### config.mk
export PLATFORM = sky130hd
export DESIGN_NAME = jk_cnt_ctrl
export DESIGN_NICKNAME = d
export VERILOG_FILES = /design/src/rtl/jk_cnt_ctrl.sv
export SDC_FILE = /design/constraint.sdc
export NUM_CORES = 1
export LEC_CHECK = 0
export CAP_MARGIN = 40
export CORE_ASPECT_RATIO = 1.5
export CORE_MARGIN = 2
export CORE_UTILIZATION = 45
export CTS_CLUSTER_DIAMETER = 150
export DETAILED_ROUTE_END_ITERATION = 10
export PLACE_DENSITY = 0.89
export SKIP_LAST_GASP = 1
export SYNTH_ARGS = -nofsm -noshare
export SYNTH_HDL_FRONTEND = slang
export SYNTH_SLANG_ARGS = --single-unit
### constraint.sdc
create_clock -name clk -period 2.7 [get_ports clk]
set_input_delay 0.675 -clock clk [delete_from_list [all_inputs] [get_ports clk]]
set_output_delay 0.675 -clock clk [all_outputs]
set_load 0.1 [all_outputs]
### src/rtl/jk_cnt_ctrl.sv
// jk_cnt_ctrl: FSM driving a JK flip-flop bank as a loadable modulo up/down counter
module jk_cnt_ctrl #(
  parameter int WIDTH = 4
) (
  input  logic             clk,
  input  logic             clr,
  input  logic             start,
  input  logic             stop,
  input  logic             load,
  input  logic [WIDTH-1:0] din,
  input  logic             dir,
  input  logic [WIDTH-1:0] mod_val,
  input  logic             oneshot,
  input  logic             oe,
  input  logic [WIDTH-1:0] q,
  output logic [WIDTH-1:0] j,
  output logic [WIDTH-1:0] k,
  output logic [WIDTH-1:0] dout,
  output logic             busy,
  output logic             tc
);
  typedef enum logic [1:0] {IDLE, LOAD, RUN, DONE} state_t;
  state_t state_q, state_d;
  logic dir_q, dir_d, os_q, os_d, tc_q, tc_d;
  logic [WIDTH-1:0] mod_q, mod_d, din_q, din_d, mm1, t_up, t_dn;
  logic wrap_up, wrap_dn, wrap;
  // a latched modulus of 0 underflows to all ones, i.e. a modulus of 2^WIDTH
  assign mm1 = mod_q - WIDTH'(1);
  assign wrap_up = (q == mm1) || (&q);
  assign wrap_dn = ~|q;
  assign wrap = (state_q == RUN) && (dir_q ? wrap_up : wrap_dn);
  for (genvar i = 0; i < WIDTH; i++) begin : g_t
    localparam logic [WIDTH-1:0] LO = (WIDTH'(1) << i) - WIDTH'(1);
    assign t_up[i] = (q & LO) == LO;
    assign t_dn[i] = (q & LO) == '0;
  end
  assign busy = state_q == RUN;
  assign dout = oe ? q : '0;
  assign tc = tc_q;
  always_comb begin
    j = '0;
    k = '0;
    if (clr)
      k = '1;
    else if (state_q == LOAD) begin
      j = din_q;
      k = ~din_q;
    end else if (state_q == RUN && dir_q) begin
      j = wrap_up ? '0 : t_up;
      k = wrap_up ? '1 : t_up;
    end else if (state_q == RUN) begin
      j = wrap_dn ? mm1 : t_dn;
      k = wrap_dn ? ~mm1 : t_dn;
    end
  end
  always_comb begin
    state_d = state_q;
    dir_d = dir_q;
    mod_d = mod_q;
    os_d = os_q;
    din_d = din_q;
    tc_d = wrap;
    if (load) begin
      din_d = din;
      state_d = LOAD;
    end else if (stop)
      state_d = (state_q == DONE) ? DONE : IDLE;
    else if (start && (state_q == IDLE || state_q == DONE)) begin
      dir_d = dir;
      mod_d = mod_val;
      os_d = oneshot;
      state_d = RUN;
    end else if (wrap && os_q)
      state_d = DONE;
    else if (state_q == LOAD)
      state_d = IDLE;
  end
  always_ff @(posedge clk or posedge clr) begin
    if (clr) begin
      state_q <= IDLE;
      dir_q <= 1'b0;
      mod_q <= '0;
      os_q <= 1'b0;
      din_q <= '0;
      tc_q <= 1'b0;
    end else begin
      state_q <= state_d;
      dir_q <= dir_d;
      mod_q <= mod_d;
      os_q <= os_d;
      din_q <= din_d;
      tc_q <= tc_d;
    end
  end
endmodule

==> impl_metrics.json, run 1 <==
{
  "outcome": "finished with violations",
  "violations_in_the_final_reports": "negative setup slack",
  "postSynthRegisterBits": 13,
  "numPlacedInstances": 181,
  "synth_top_cell_area_share": 0.3214,
  "layout-area-overhead-vs-synth_pct": 82.69,
  "core-area_mm2": 0.002181,
  "setup.worst_path.start": "mod_q[1]",
  "core.rowCount": 21,
  "synth.distinct_cells": 29,
  "total_global_route_track_usage": 0.2776,
  "finalCoreUtilization": 0.8480,
  "clock_tree.root_cell": "sky130_fd_sc_hd__clkbuf_4",
  "drt_iter0_markers": 62,
  "cts.reportedPaths.clkPinSlew_ns": 0.09,
  "antenna_cells": 0,
  "drt.antenna.violating_nets": 0,
  "detail_route.first_pass.iterations": 5,
  "vdd_ir_max_mv": 0.4064,
  "first_global_vias": 1108,
  "cts_buffers": 3,
  "post_drt_wl_per_cell_um": 17.78,
  "ios": 34,
  "dpl_cell_area_mm2": 0.001680,
  "p_leak_nw": 0.7589,
  "dieHeight_um": 62.09,
  "setup_violations": 7,
  "gp_congestion": 0.8300,
  "number_of_max_capacitance_violations_reported": 0,
  "post_synth_inst_count": 117,
  "crit_required_ns": 2.03,
  "hold_start": "os_q",
  "instances_no_fill": 189,
  "synth_most_common_cell": "sky130_fd_sc_hd__dfrtp_1",
  "worst_slack_ns": -0.2480,
  "largest_net_degree_at_the_start_of_global_routing": 14,
  "postSynth.asyncResetShare": 1.000,
  "rsz_0062_raised_after_global_routing": "yes",
  "fin_area_mm2": 0.001849,
  "synth.top_cells.by_area": "sky130_fd_sc_hd__dfrtp_1 (32%), sky130_fd_sc_hd__o21ai_0 (5.4%), sky130_fd_sc_hd__ha_1 (4.9%)",
  "synth-edff-count": 0,
  "timing.setup.tns_ns": -1.627,
  "insertion_delay_ns": 0.30,
  "tritoncts_num_sinks": 13,
  "worst_setup_path_end_kind": "output pin",
  "postSynthAreaPerCell_um2": 8.651,
  "post-place-ws_ns": -0.5535,
  "synthesis.area_mm2": 0.001012,
  "placement.io_buffers": 33,
  "drc": 0,
  "class_of_the_tightest_hold_or_removal_check": "reg2reg",
  "vias_per_cell": 5.857,
  "number_of_nets_in_the_final_layout": 191,
  "worst_clock_skew_ns": 0.0003990,
  "cp_data_arrival_time_ns": 2.27,
  "maxSlewViolCount": 0,
  "cts.hold.buffers_added": 0,
  "worst-slew-pin-transition_ns": 0.5316,
  "yosys_warnings": 0,
  "die_w_um": 42.73,
  "clockBufferDepth": 2,
  "netlist_top_cells_count": "sky130_fd_sc_hd__dfrtp_1 (13), sky130_fd_sc_hd__inv_1 (12), sky130_fd_sc_hd__o21ai_0 (11)",
  "fmax_mhz": 339.2,
  "ys.flop_type": "sky130_fd_sc_hd__dfrtp_1",
  "crit_path_start_kind": "register",
  "fin_crit_sh": 1.092,
  "critPathMaxFanout": 8,
  "initial_utilization": 0.4641,
  "min_period_ns": 2.948,
  "yosysSeqAreaShare": 0.3214,
  "cts_max_level": 1,
  "hold_viol": 0,
  "die_area_mm2": 0.002653,
  "grt_remaining_overflow": 0,
  "total_power_of_the_final_layout_mw": 1.125,
  "global_route_wire_length_before_repair_um": 5368,
  "power_per_cell_area_mw_per_mm2": 608.2,
  "fin_hold_ws_ns": 0.5352,
  "vias": 1107,
  "netlist.top_cell.by_area": "sky130_fd_sc_hd__dfrtp_1",
  "synth.net_count": 141,
  "dpl.hpwl_um": 2348,
  "drive_above_1_share": 0.4518,
  "grt_antenna_before_repair": 0,
  "rr_startpoint": "mod_q[1]",
  "drt-total-wl_um": 3361,
  "maxSlewHeadroom": 0.6452,
  "timing_worst_setup_path_type": "reg2out",
  "tritoncts_clock_tree": "built"
}
==> final timing paths <==
path                              end  slack (ns)  cells after the start
max                              j[2]       -0.25                      9
min                              os_q        0.54                      1
max reg2reg                state_q[0]        0.74                      9
min reg2reg                      os_q        0.54                      1
max in group asynchronous    mod_q[0]        1.46                      2
min in group asynchronous    din_q[3]        0.85                      2
==> placed cells by master (no fill, tap or decap), types with 2 or more instances in the layout <==
cell type	instances
sky130_fd_sc_hd__o21ai_0	10
sky130_fd_sc_hd__dfrtp_1	12
sky130_fd_sc_hd__buf_6	5
sky130_fd_sc_hd__clkbuf_4	3
sky130_fd_sc_hd__mux2_2	4
sky130_fd_sc_hd__o31a_2	3
sky130_fd_sc_hd__nand2b_1	4
sky130_fd_sc_hd__and2_1	4
sky130_fd_sc_hd__nor4_4	3
sky130_fd_sc_hd__buf_12	12
sky130_fd_sc_hd__inv_2	2
sky130_fd_sc_hd__o31ai_4	3
sky130_fd_sc_hd__inv_1	10
sky130_fd_sc_hd__buf_4	13
sky130_fd_sc_hd__ha_4	2
sky130_fd_sc_hd__buf_2	2
sky130_fd_sc_hd__nor4b_2	2
sky130_fd_sc_hd__nand2_1	10
sky130_fd_sc_hd__nor3_1	2
sky130_fd_sc_hd__nor3b_2	2
sky130_fd_sc_hd__xnor2_4	2
sky130_fd_sc_hd__nor3_2	2
sky130_fd_sc_hd__a211oi_1	3
sky130_fd_sc_hd__a21oi_1	8
sky130_fd_sc_hd__nor2_1	4
sky130_fd_sc_hd__clkdlybuf4s50_1	15
==> worst max-delay path: stages, from the launching register on <==
cell	delay, ns
sky130_fd_sc_hd__dfrtp_1	0.42
sky130_fd_sc_hd__inv_2	0.08
sky130_fd_sc_hd__ha_4	0.18
sky130_fd_sc_hd__xor2_4	0.19
sky130_fd_sc_hd__xor2_2	0.19
sky130_fd_sc_hd__nor4_4	0.17
sky130_fd_sc_hd__buf_6	0.20
sky130_fd_sc_hd__nor4_4	0.05
sky130_fd_sc_hd__o31a_2	0.33
sky130_fd_sc_hd__buf_12	0.17
==> power breakdown <==
group	leakage, nW	switching (mW)	internal [mW]
clock network	0.0177	0.0755	0.0553
logic	0.583	0.390	0.315
registers	0.158	0.0556	0.233
==> layout make-up <==
class	instances	area [µm²]
clock buffers	3	22.52
clock inverters	1	5.005
flip-flops and latches	13	326.6
repair buffers	49	574.3
inverters	12	45.04
fillers	113	331.6
well taps	23	28.78
multi-input cells	88	847.1
==> repair_timing <==
| action | 4_1_cts | 5_1_grt |
|---|---|---|
| setup endpoints to repair | 8 | 8 |
| pin swaps | 11 | 6 |
| gates resized for setup | 31 | 9 |
| buffers inserted | 3 | 2 |
==> layer usage <==
layer  vias up  GRT usage  part of all wire
li1        512          -                 -
met1       542     0.2945              0.36
met2        40     0.5411              0.55
met3        13    0.03757             0.044
met4         0     0.1250             0.043
met5         -          0                 0
==> kinds of logic (layout without fill, tap and decap cells) <==
| logic type | count (synthesis) | after routing | share of synthesized area |
|---|---|---|---|
| simple gates | 40 | 40 | 0.2596 |
| compound gates | 33 | 33 | 0.2040 |
| buf+inv | 16 | 65 | 0.06056 |
| flops | 13 | 13 | 0.3214 |
| xor+xnor | 7 | 7 | 0.06057 |
| fa+ha+maj | 4 | 4 | 0.04945 |
| mux | 4 | 4 | 0.04450 |
==> state kept, by name, indices dropped and copies added (netlist names) <==
| signal | count |
|---|---|
| din_q | 4 |
| mod_q | 4 |
| os_q | 1 |
| dir_q | 1 |
| state_q | 2 |
| tc | 1 |
Power figures use the tool's default switching activity.
==> run 2: changes to the inputs <==
--- a/config.mk
+++ b/config.mk
@@ -6,12 +6,14 @@
 export NUM_CORES = 1
 export LEC_CHECK = 0
 export CAP_MARGIN = 40
+export CELL_PAD_IN_SITES_DETAIL_PLACEMENT = 1
+export CELL_PAD_IN_SITES_GLOBAL_PLACEMENT = 2
 export CORE_ASPECT_RATIO = 1.5
 export CORE_MARGIN = 2
-export CORE_UTILIZATION = 45
+export CORE_UTILIZATION = 25
 export CTS_CLUSTER_DIAMETER = 150
 export DETAILED_ROUTE_END_ITERATION = 10
-export PLACE_DENSITY = 0.89
+export PLACE_DENSITY = 0.87
 export SKIP_LAST_GASP = 1
 export SYNTH_ARGS = -nofsm -noshare
 export SYNTH_HDL_FRONTEND = slang
==> run 2 against run 1 <==
Compared with the run above:
- the run still ends with negative setup slack left
- worst setup slack improved by 0.10 ns
- die area rose by 73%
- clock skew increased by 0.0038 ns
- clock power rose by 37%
- non-clock buffer count grew 5
- maximum frequency grew 3.5%
- utilization shrank 35 points
- combinational power increased by 5.4%
- first-iteration DRC count shrank 63%
==> impl_metrics.json, run 2 (synthesis gave the netlist of run 1 again) <==
{
  "outcome": "finished with violations",
  "violations_in_the_final_reports": "negative setup slack",
  "core-area_mm2": 0.003924,
  "final_common_cell": "sky130_fd_sc_hd__buf_4",
  "core.rowCount": 28,
  "cts.reportedPaths.clkPinSlew_ns": 0.06,
  "commonest_cells_after_routing_fill_and_taps_aside": "sky130_fd_sc_hd__buf_4 (19), sky130_fd_sc_hd__clkdlybuf4s50_1 (15), sky130_fd_sc_hd__dfrtp_1 (12), sky130_fd_sc_hd__buf_12 (12)",
  "detail_route.first_pass.iterations": 4,
  "worst_clock_skew_ns": 0.004215,
  "initial_utilization": 0.2580,
  "timing.critical_path.buf_inv": 3,
  "dpl_cell_area_mm2": 0.001730,
  "fin_crit_sh": 1.055,
  "rsz_0062_raised_after_global_routing": "yes",
  "post_drt_wl_per_cell_um": 16.63,
  "path_cells": "inv_2, ha_4, xnor2_4, nor4_4, buf_6, nor4b_2, o31a_2, buf_12",
  "vias_per_cell": 5.056,
  "largestRegisters": "din_q (4), mod_q (4), state_q (2)",
  "maxSlewViolCount": 0,
  "insertion_delay_ns": 0.25,
  "dieHeight_um": 81.93,
  "critPathMaxStageDelay_ns": 0.42,
  "vdd_ir_max_mv": 0.5417,
  "worst-slew-pin-transition_ns": 0.5635,
  "number_of_nets_in_the_final_layout": 196,
  "drt_iter0_markers": 23,
  "worst-r2r-setup-slack_ns": 0.81,
  "first_global_vias": 1205,
  "total_global_route_track_usage": 0.1633,
  "timing_worst_setup_path_type": "reg2out",
  "power_per_cell_area_mw_per_mm2": 624.0,
  "p_leak_nw": 0.7949,
  "largest_net_degree_at_the_start_of_global_routing": 14,
  "drc": 0,
  "ios": 34,
  "cp_data_arrival_time_ns": 2.17,
  "fin_area_mm2": 0.001941,
  "dpl.hpwl_um": 2644,
  "min_period_ns": 2.848,
  "antenna_cells": 0,
  "drive_above_1_share": 0.4795,
  "tritoncts_clock_tree": "built",
  "worst_path_max_delay_cell": "sky130_fd_sc_hd__dfrtp_2",
  "drt.antenna.violating_nets": 0,
  "cts_buffers": 3,
  "clock_tree.root_cell": "sky130_fd_sc_hd__clkbuf_8",
  "gp_congestion": 0.8624,
  "layout-area-overhead-vs-synth_pct": 91.72,
  "fmax_mhz": 351.1,
  "critPathMaxFanout": 8,
  "maxSlewHeadroom": 0.6243,
  "setup_violations": 7,
  "post-place-ws_ns": -0.4997,
  "grt_remaining_overflow": 0,
  "drt-total-wl_um": 3591,
  "crit_path_start_kind": "register",
  "die_area_mm2": 0.004584,
  "cpLargestDelayFamily": "buffers and inverters",
  "number_of_max_capacitance_violations_reported": 0,
  "vias": 1092,
  "tritoncts_num_sinks": 13,
  "crit_required_ns": 2.03,
  "cts.hold.buffers_added": 0,
  "cts_max_level": 1,
  "placement.io_buffers": 33,
  "die_w_um": 55.96,
  "worst_setup_path_end_kind": "output pin",
  "fin_hold_ws_ns": 0.5358,
  "instances_no_fill": 216,
  "class_of_the_tightest_hold_or_removal_check": "reg2reg",
  "worst_slack_ns": -0.1482,
  "hold_viol": 0,
  "grt_antenna_before_repair": 0,
  "clockBufferDepth": 2,
  "global_route_wire_length_before_repair_um": 5837,
  "numPlacedInstances": 206
}
==> run 2: cell types whose count changed in the layout (fill, tap and decap cells not counted), sizes merged <==
cell / change
buf: +4
clkdlybuf4s15: +1
==> run 2: final cells by class <==
cell class                      count  area (µm²)
Clock buffer                        3       41.29
Multi-Input combinational cell     88       862.1
Timing Repair Buffer               54       604.3
Clock inverter                      1       5.005
Sequential cell                    13       326.6
Inverter                           12       45.04
Tap cell                           45       56.30
Fill cell                         440        1983
==> run 2: what timing repair did <==
action,CTS,global route
gates resized for setup,26,11
pin swaps,14,8
gates cloned,0,0
endpoints found under the setup margin,8,8
buffers inserted,4,2
==> run 2: power by group <==
| part | internal, mW | switching (mW) |
|---|---|---|
| Combinational | 0.343 | 0.399 |
| Clock | 0.102 | 0.0767 |
| Sequential | 0.234 | 0.0555 |
==> run 2: worst paths after layout <==
path,from,to,cells after the start
min,os_q,os_q,1
min in group asynchronous,clr,din_q[3],2
min reg2reg,os_q,os_q,1
max in group asynchronous,clr,mod_q[0],2
max,mod_q[0],j[3],8
max reg2reg,mod_q[0],state_q[1],8
==> run 2: metal layers <==
| metal | part of all wire | vias up | GRT usage |
|---|---|---|---|
| met5 | 0 | - | 0 |
| met4 | 0.011 | 0 | 0.04286 |
| met3 | 0.029 | 4 | 0.01417 |
| met2 | 0.59 | 23 | 0.3381 |
| met1 | 0.37 | 545 | 0.1750 |
| li1 | - | 520 | - |
==> run 2: per-stage QoR <==
step                      power [mW]  setup TNS (ns)    util
after CTS                      1.132          -1.055  0.4825
final                          1.211         -0.9744  0.4946
after floorplan               0.6709          -1.021       -
after global routing           1.267          -1.344  0.4946
after global placement        0.8621          -3.190  0.4410
after detailed placement      0.8874          -3.473  0.4410
==> run 2: worst register-to-register path, cell delays in order, from the launching register on <==
cell                        delay (ns)
sky130_fd_sc_hd__dfrtp_2          0.42
sky130_fd_sc_hd__inv_2            0.09
sky130_fd_sc_hd__ha_4             0.23
sky130_fd_sc_hd__xnor2_4          0.14
sky130_fd_sc_hd__nor4_4           0.29
sky130_fd_sc_hd__buf_6            0.20
sky130_fd_sc_hd__buf_4            0.13
sky130_fd_sc_hd__o2111ai_1        0.14
sky130_fd_sc_hd__o21ai_0          0.18
==> run 3: changes to the inputs <==
--- a/config.mk
+++ b/config.mk
@@ -6,14 +6,12 @@
 export NUM_CORES = 1
 export LEC_CHECK = 0
 export CAP_MARGIN = 40
-export CELL_PAD_IN_SITES_DETAIL_PLACEMENT = 1
-export CELL_PAD_IN_SITES_GLOBAL_PLACEMENT = 2
 export CORE_ASPECT_RATIO = 1.5
 export CORE_MARGIN = 2
-export CORE_UTILIZATION = 25
+export CORE_UTILIZATION = 45
 export CTS_CLUSTER_DIAMETER = 150
 export DETAILED_ROUTE_END_ITERATION = 10
-export PLACE_DENSITY = 0.87
+export PLACE_DENSITY = 0.89
 export SKIP_LAST_GASP = 1
 export SYNTH_ARGS = -nofsm -noshare
 export SYNTH_HDL_FRONTEND = slang
==> results of run 3 <==
Same layout as run 1: the final DEF is identical, and so are final timing and power.
==> RTL change (flow settings as in run 2) <==
Register the output `tc` once more, with the module's reset; this adds one clock of latency there. The other outputs are not delayed to match.
--- a/src/rtl/jk_cnt_ctrl.sv
+++ b/src/rtl/jk_cnt_ctrl.sv
@@ -36,7 +36,13 @@
   end
   assign busy = state_q == RUN;
   assign dout = oe ? q : '0;
-  assign tc = tc_q;
+  always_ff @(posedge clk or posedge clr) begin
+    if (clr) begin
+      tc <= '0;
+    end else begin
+      tc <= tc_q;
+    end
+  end
   always_comb begin
     j = '0;
     k = '0;
Function: changed (Yosys sat finds a counterexample within 4 cycles, from zero or initial values).
==> RTL change against run 2 <==
The flow still finishes with violations (setup timing); setup slack improved by 0.0012 ns; largest power group unchanged; critical endpoint is now j[2]; routed wire length rose by 22%; total power rose by 9.5%; register-to-register slack got worse by 0.14 ns; synthesized area rose by 6.1%; utilization rose by 0.32 points; via count rose by 12%; final area rose by 7.0%; synthesized cell count rose by 12%; sequential cell count rose by 1.
==> RTL change: results (changes against run 2) <==
| Stage | Item | This run | Change |
| --- | --- | --- | --- |
| layout | Share of post-route cells with drive strength above 1 | 47.7% | -0.28 points |
| grt | Wire length of the first global-routing pass | 6350 µm | +8.9% |
| layout | # nets final | 218 | +11% |
| sta | Slew at the pin closest to its max-slew limit | 0.571 ns | +0.00704 ns |
| synthesis | Sequential-to-total area share from yosys stat | 32.6% | +0.50 points |
| routing | Routed metal-1 wirelength | 1550 µm | +17% |
| power and ir drop | Leak pwr | 0.860 nW | +8.1% |
| synthesis | Number of nets in the synthesized netlist | 155 | +9.9% |
| worst setup path | Longest individual stage delay on the worst path | 0.41 ns |  |
| status | Status | complete, but fails checks |  |
| sta | Clock Skew | 0.00188 ns | -0.00233 ns |
| synthesis | Leading post-synthesis cells by instance count | nand2_1, dfrtp_1, inv_1, o21ai_0, nor2_1 |  |
| grt | Initial antenna violation count | 0 | unchanged |
| status | Violations in the final reports | setup timing |  |
| synthesis | Post-synthesis average cell area | 8.19 µm² | -5.3% |
| placement | Post-place setup slack | -0.551 ns | -0.0516 ns |
| min path | Type of the worst min-delay path | reg -> reg |  |
| routing | DRT Pass-1 Iters | 4 | unchanged |
| worst setup path | Cell family with the largest share of critical-path delay | simple AND/OR/NAND/NOR gates |  |
| routing | Detailed Route WL | 4380 µm | +22% |
| placement | Final weighted congestion in routability-driven placement | 0.840 | -2.6% |
| routing | DRC violation total after the first TritonRoute iteration | 37 | +61% |
| cts | Clock Pin Slew Worst Setup and Hold Paths | 0.06 ns | about the same |
| cts | Clock buffer count from CTS | 3 | unchanged |
| sta | Setup slack of the critical path after layout | -0.147 ns | +0.00122 ns |
| grt | Largest net degree at the start of global routing | 15 | +1 |
| synthesis | Distinct cells, synth | 36 | +24% |
| grt | Tot GR Track Use | 16.7% | +0.36 points |
| synthesis | Top cells by area, synth | dfrtp_1, nand2_1, o21ai_0, inv_1, ha_1 |  |
| worst setup path | Cell type of the slowest stage on the worst timing path | dfrtp_1 |  |
| grt | Via count of the first global-routing pass | 1320 | +9.5% |
| power and ir drop | Maximum vdd drop | 0.372 mV | -31% |
| layout | Count of non-filler cells in the finished layout | 239 | +11% |
| worst setup path | Maximum fanout along the worst path | 4 | -4 |
| routing | Met2 routed WL | 2610 µm | +23% |
| routing | Uppermost layer routed | met4 |  |
| sta | Finish-stage setup viols | 7 | unchanged |
| layout | Fill cells | 450 | +2.3% |
| routing | Met3 layer wire length in the routed design | 78 µm | -26% |
| routing | Drt via density | 5.10 | +0.89% |
| placement | Detailed placement HPWL | 2890 µm | +9.1% |
-- RTL change: what timing repair did --
| action | CTS | global route |
|---|---|---|
| pin swaps | 11 | 15 |
| buffers inserted | 6 | 8 |
| resized for setup | 14 | 34 |
| setup endpoints to repair | 8 | 8 |
-- RTL change: cell families after synthesis --
logic type	synth area share, %
flops	32.6
fa+ha+maj	4.66
xor+xnor	7.11
mux	3.15
compound gates	21.1
buf+inv	8.04
simple gates	23.3
-- RTL change: area by class of cell --
cell class / instances / share of cell area, %
Sequential cell: 14 / 16.9
Inverter: 14 / 2.53
Clock buffer: 4 / 2.65
Multi-Input combinational cell: 95 / 41.6
Timing Repair Buffer: 66 / 33.6
Tap cell: 46 / 2.77
-- RTL change: worst paths after layout --
kind	start	slack [ns]	end	depth (start not counted)
max	mod_q[0]	-0.15	j[2]	8
min	tc_q	0.36	tc	0
max reg2reg	mod_q[0]	0.67	state_q[1]	9
min reg2reg	tc_q	0.36	tc	0
max in group asynchronous	clr	1.37	os_q	2
min in group asynchronous	clr	0.95	din_q[3]	2
-- RTL change: through the flow --
step	instance area, µm²	utilization (%)	setup TNS, ns
5_1_grt	2080	49.8	-1.23
3_5_place_dp	1790	43.0	-3.82
2_1_floorplan	1180	-	-0.784
6_report	2080	49.8	-0.699
4_1_cts	1930	46.2	-1.50
3_3_place_gp	1790	43.0	-3.77
-- RTL change: power breakdown --
| part | internal, mW | switching [mW] |
|---|---|---|
| combinational | 0.388 | 0.437 |
| clock | 0.129 | 0.0747 |
| sequential | 0.248 | 0.0480 |
| total | 0.765 | 0.560 |
-- RTL change: routing by layer --
layer / vias to the layer above / GRT usage (%)
li1: 580 / -
met1: 598 / 17.9
met2: 28 / 31.9
met3: 13 / 1.39
met4: 0 / 6.98
met5: - / 0
